$ cat config.mk
export PLATFORM = sky130hd
export DESIGN_NAME = instr_fetch_unit
export DESIGN_NICKNAME = d
export VERILOG_FILES = /design/src/rtl/instr_fetch_unit.sv
export SDC_FILE = /design/constraint.sdc
export NUM_CORES = 1
export LEC_CHECK = 0
export ABC_AREA = 1
export BUFFER_PORTS_ARGS = -buffer_cell sky130_fd_sc_hd__buf_2
export CORE_MARGIN = 2
export CORE_UTILIZATION = 55
export DETAILED_ROUTE_END_ITERATION = 6
export GPL_ROUTABILITY_DRIVEN = 0
export HOLD_SLACK_MARGIN = 0.12
export PLACE_DENSITY = 0.87
export SETUP_SLACK_MARGIN = 0.5
export SLEW_MARGIN = 20
export SYNTH_ARGS = -nofsm -noshare
export SYNTH_HDL_FRONTEND = slang
export SYNTH_SLANG_ARGS = --single-unit
$ cat constraint.sdc
create_clock -name clk -period 6.9 [get_ports clk]
set_clock_uncertainty 0.05 [all_clocks]
set_input_delay 1.035 -clock clk [delete_from_list [all_inputs] [get_ports clk]]
set_output_delay 1.035 -clock clk [all_outputs]
set_load 0.02 [all_outputs]
$ cat src/rtl/instr_fetch_unit.sv
// Fetch stage: owns the PC, issues in-order word fetches under a credit limit,
// buffers returned words with their PCs and hands them to decode; redirect flushes.
module instr_fetch_unit #(
   parameter logic [31:0] RESET_PC = 32'h0000_0000,
   parameter int          DEPTH    = 2
) (
   input  logic        clk,
   input  logic        rst_n,
   input  logic        redirect_valid,
   input  logic [31:0] redirect_pc,
   output logic        imem_req_valid,
   output logic [31:0] imem_req_addr,
   input  logic        imem_req_ready,
   input  logic        imem_rsp_valid,
   input  logic [31:0] imem_rsp_data,
   output logic        instr_valid,
   output logic [31:0] instr,
   output logic [31:0] instr_pc,
   input  logic        instr_ready
);

   localparam int AW = $clog2(DEPTH);
   localparam int CW = AW + 1;
   localparam int SW = CW + 1;
   localparam logic [SW-1:0] L_DEPTH = SW'(DEPTH);

   logic [31:0]   r_fetch_pc;
   logic [CW-1:0] r_inflight;
   logic [CW-1:0] r_drop_cnt;
   logic [CW-1:0] r_count;
   logic [AW-1:0] r_wptr;
   logic [AW-1:0] r_rptr;
   logic [AW-1:0] r_pq_wptr;
   logic [AW-1:0] r_pq_rptr;
   logic [31:0]   r_pcq   [DEPTH];
   logic [31:0]   r_fpc   [DEPTH];
   logic [31:0]   r_fdata [DEPTH];

   logic          w_req_valid;
   logic          w_req_fire;
   logic          w_rsp_drop;
   logic          w_enq;
   logic          w_deq;
   logic [CW-1:0] w_inflight_nxt;
   logic [CW-1:0] w_drop_nxt;
   logic [CW-1:0] w_count_nxt;

   // Credit check, handshake qualification and next-count arithmetic.
   always_comb begin
      w_req_valid    = rst_n && !redirect_valid &&
                       (({1'b0, r_inflight} + {1'b0, r_count}) < L_DEPTH);
      w_req_fire     = w_req_valid && imem_req_ready;
      w_rsp_drop     = (r_drop_cnt != {CW{1'b0}});
      w_enq          = imem_rsp_valid && !w_rsp_drop && !redirect_valid;
      w_deq          = (r_count != {CW{1'b0}}) && instr_ready && !redirect_valid;
      w_inflight_nxt = r_inflight + CW'(w_req_fire) - CW'(imem_rsp_valid);
      w_drop_nxt     = r_drop_cnt;
      w_count_nxt    = r_count;
      if (redirect_valid) begin
         // Every outstanding fetch (including those already doomed) is now stale.
         w_drop_nxt  = r_inflight - CW'(imem_rsp_valid);
         w_count_nxt = {CW{1'b0}};
      end else begin
         if (imem_rsp_valid && w_rsp_drop) begin
            w_drop_nxt = r_drop_cnt - CW'(1);
         end else begin
            w_drop_nxt = r_drop_cnt;
         end
         w_count_nxt = r_count + CW'(w_enq) - CW'(w_deq);
      end
   end

   // PC, counters and pointers.
   always_ff @(posedge clk or negedge rst_n) begin
      if (!rst_n) begin
         r_fetch_pc <= {RESET_PC[31:2], 2'b00};
         r_inflight <= {CW{1'b0}};
         r_drop_cnt <= {CW{1'b0}};
         r_count    <= {CW{1'b0}};
         r_wptr     <= {AW{1'b0}};
         r_rptr     <= {AW{1'b0}};
         r_pq_wptr  <= {AW{1'b0}};
         r_pq_rptr  <= {AW{1'b0}};
      end else begin
         r_inflight <= w_inflight_nxt;
         r_drop_cnt <= w_drop_nxt;
         r_count    <= w_count_nxt;
         r_pq_wptr  <= r_pq_wptr + AW'(w_req_fire);
         r_pq_rptr  <= r_pq_rptr + AW'(imem_rsp_valid);
         if (redirect_valid) begin
            r_fetch_pc <= {redirect_pc[31:2], 2'b00};
            r_wptr     <= {AW{1'b0}};
            r_rptr     <= {AW{1'b0}};
         end else begin
            if (w_req_fire) begin
               r_fetch_pc <= r_fetch_pc + 32'd4;
            end
            r_wptr <= r_wptr + AW'(w_enq);
            r_rptr <= r_rptr + AW'(w_deq);
         end
      end
   end

   // Storage: PCs of in-flight fetches, and the {pc, data} instruction buffer.
   always_ff @(posedge clk or negedge rst_n) begin
      if (!rst_n) begin
         for (int i = 0; i < DEPTH; i++) begin
            r_pcq[i]   <= 32'h0000_0000;
            r_fpc[i]   <= 32'h0000_0000;
            r_fdata[i] <= 32'h0000_0000;
         end
      end else begin
         if (w_req_fire) begin
            r_pcq[r_pq_wptr] <= r_fetch_pc;
         end
         if (w_enq) begin
            r_fpc[r_wptr]   <= r_pcq[r_pq_rptr];
            r_fdata[r_wptr] <= imem_rsp_data;
         end
      end
   end

   assign imem_req_valid = w_req_valid;
   assign imem_req_addr  = r_fetch_pc;
   assign instr_valid    = (r_count != {CW{1'b0}});
   assign instr          = r_fdata[r_rptr];
   assign instr_pc       = r_fpc[r_rptr];

endmodule

==> impl_metrics.py <==
metrics = {
    "route": {
        "vias": 9128,
        "drt-pass1-iter-count": 5,
        "antenna_left": 0,
        "dr.first_iter.drc_count": 680,
        "drc_errors": 0,
        "routed_wl_mm": 24.99,
        "via_per_inst": 5.307,
        "wl_per_cell_um": 14.53,
    },
    "synth": {
        "synthMostInstantiatedCell": "nand2_1",
        "synth_seq_cells": 224,
        "synthTopCellsByCount": "nand2_1 (502), dfrtp_1 (224), o21ai_0 (201)",
        "synth-seq-area-share_pct": 53.02,
        "synth.top_cell.area_share_pct": 53.02,
        "async_flop_share_pct": 100.0,
        "synth_area_leaders": "dfrtp_1 (53%), nand2_1 (18%), o21ai_0 (9.5%)",
        "syn_area_per_cell_um2": 7.866,
        "synth_cells": 1344,
        "synth.distinct_cells": 31,
        "synth_top_flop_cell": "dfrtp_1",
        "yosysWarnings": 0,
        "netlist_area_um2": 10570,
        "synth_top_cell_by_area": "dfrtp_1",
        "synth_edf_count": 0,
    },
    "clock_tree": {
        "cts_hold_buf": 0,
        "cts_tree": "done",
        "clockBufferDepth": 3,
        "cts_buffers": 25,
        "cts_root_buf": "clkbuf_16",
        "clk_latency_ps": 510,
        "post_cts_buffers": 0,
        "clk_pin_slew_ps": 60,
        "clock-sinks": 224,
        "htree_levels": 1,
        "ctsResizeCount": 0,
    },
    "setup_path": {
        "start_kind": "input pin",
        "critPathLaunch": "redirect_valid",
        "rrSetupSlack_ps": 3140,
        "arrival_ps": 4410,
        "cp-endpoint": "r_fpc[61]",
        "r2r-start": "r_drop_cnt[0]",
        "required_ps": 7210,
        "end_kind": "register",
        "critPathMaxFanout": 65,
        "r2r-end": "r_fpc[61]",
        "worst-r2r-cell-count": 9,
        "crit_type": "in2reg",
    },
    "cells_and_area": {
        "fin_nets": 1551,
        "fill_cells": 1499,
        "synthToLayoutAreaGrowth_pct": 15.69,
        "drive_gt1_share_pct": 16.35,
        "fin_cells": 1720,
        "antenna_cells": 0,
        "fin_util_pct": 65.17,
    },
    "pwr": {
        "power_mw": 5.159,
        "p_leak_nw": 6.264,
        "powerDensity_nw_per_um2": 421.8,
        "irDropWorstVdd_mv": 0.2559,
    },
    "floorplanning": {
        "start_util_pct": 56.33,
        "die_w_um": 142.6,
        "rows": 50,
        "die_area_um2": 20350,
        "core_um2": 18770,
        "num_io_pins": 168,
        "die_h_um": 142.6,
    },
    "sta": {
        "finalSetupTns_ps": 0,
        "min_period_ps": 4100,
        "rsz0062_at_grt": "no",
        "setup_viol": 0,
        "slew_violations": 0,
        "hold_ws_ps": 418.4,
        "hold_viol_final": 0,
        "period_share_pct": 59.41,
        "fmax_mhz": 243.9,
        "slew_headroom_pct": 27.87,
        "tightest_slew_ps": 1082,
    },
    "placed_design": {
        "portBuffers": 161,
        "dp_cells": 1676,
        "dpl.hpwl_mm": 16.50,
    },
    "grt": {
        "grt_usage_pct": 24.50,
        "grt_pass1_wl_mm": 40.66,
        "antenna_found_initial": 0,
        "grt_pass1_vias": 8381,
        "grt_max_degree": 96,
        "grt_overflow": 0,
    },
    "min_path": {
        "hold_class": "reg2reg",
    },
    "run": {
        "cap_violations": 0,
    },
    "outcome": {
        "status": "finished clean",
    },
}
## worst max-delay path, cell delays in order
cell and delay [ps]:
buf_2 350, nor3_1 630, ha_2 1050, inv_1 670, buf_4 430, nand2_1 110, o21ai_0 110
## area by class of cell
| class | instances | area, µm² | share of cell area [%] |
|---|---|---|---|
| flip-flops and latches | 224 | 5607 | 45.84 |
| multi-input cells | 917 | 4158 | 33.99 |
| repair buffers | 169 | 879.6 | 7.192 |
| clock buffers | 34 | 689.4 | 5.637 |
| inverters | 132 | 495.5 | 4.051 |
| well taps | 234 | 292.8 | 2.394 |
| clock inverters | 10 | 108.9 | 0.8900 |
## layout by cell type (no fill, tap or decap), types with 3 or more instances in the layout
| master | netlist | layout |
|---|---|---|
| nor2_2 | 6 | 6 |
| clkbuf_16 | 0 | 25 |
| inv_1 | 129 | 128 |
| clkbuf_1 | 42 | 6 |
| inv_2 | 3 | 4 |
| o21ai_0 | 201 | 201 |
| nor2_4 | 5 | 5 |
| dfrtp_1 | 224 | 223 |
| clkinv_2 | 0 | 5 |
| o21ai_1 | 10 | 10 |
| conb_1 | 1 | 4 |
| xnor2_1 | 5 | 5 |
| buf_4 | 7 | 7 |
| nand3_1 | 49 | 49 |
| clkbuf_8 | 0 | 3 |
| nand2_4 | 3 | 3 |
| xor2_1 | 6 | 6 |
| a21oi_1 | 29 | 29 |
| nor2_1 | 61 | 61 |
| o211ai_1 | 4 | 4 |
| ha_1 | 11 | 9 |
| nand2_2 | 6 | 6 |
| buf_2 | 20 | 160 |
| nand2_1 | 502 | 502 |
| mux2_2 | 4 | 4 |
## power breakdown
| part | leakage (nW) | switching [mW] | total [mW] | internal, mW |
|---|---|---|---|---|
| Combinational | 3.07 | 1.16 | 1.72 | 0.560 |
| Clock | 0.389 | 0.511 | 1.28 | 0.773 |
| Sequential | 2.81 | 0.297 | 2.15 | 1.86 |
## registers in the layout, summed over array words and instances, names as in the netlist
| register | count |
|---|---|
| r_drop_cnt | 2 |
| r_fpc | 60 |
| imem_req_addr | 30 |
| r_pcq | 60 |
| r_inflight | 2 |
| r_fdata | 64 |
| r_wptr | 1 |
| r_count | 2 |
| r_pq_rptr | 1 |
| r_rptr | 1 |
| r_pq_wptr | 1 |
## per-layer routing
metal	vias up	share of wire, %	global-route usage (%)
met3	51	7.5	3.320
li1	4436	-	-
met5	-	0	0
met4	0	2.3	6.879
met2	375	47	39.04
met1	4266	43	35.51
## kinds of logic (layout without fill, tap and decap cells)
family	count (synthesis)	in the layout	share of synthesized area, %
compound gates	244	244	11.65
xor+xnor	11	11	0.9113
mux	4	4	0.4261
simple gates	642	642	24.67
buf+inv	206	345	7.800
flops	224	224	53.02
fa+ha+maj	12	12	1.491
other cells	1	4	0.03547
## worst min-delay path by stage
stage               depth (start not counted)  slack (ps)   startpoint          end
global placement                            2         400  r_fdata[17]  r_fdata[17]
floorplan                                   2         390   r_fdata[0]   r_fdata[0]
detailed placement                          2         410  r_fdata[13]  r_fdata[13]
CTS                                         2         420  r_fdata[13]  r_fdata[13]
global route                                2         440   r_fdata[9]   r_fdata[9]
finish                                      2         420  r_fdata[25]  r_fdata[25]
## stage by stage
stage	instance area, µm²	setup WS [ps]
after floorplan	10580	4179
after detailed placement	11430	2397
after global placement	11430	2542
after CTS	12230	2863
after global routing	12230	2589
final	12230	2800
Power figures use the tool's default switching activity.
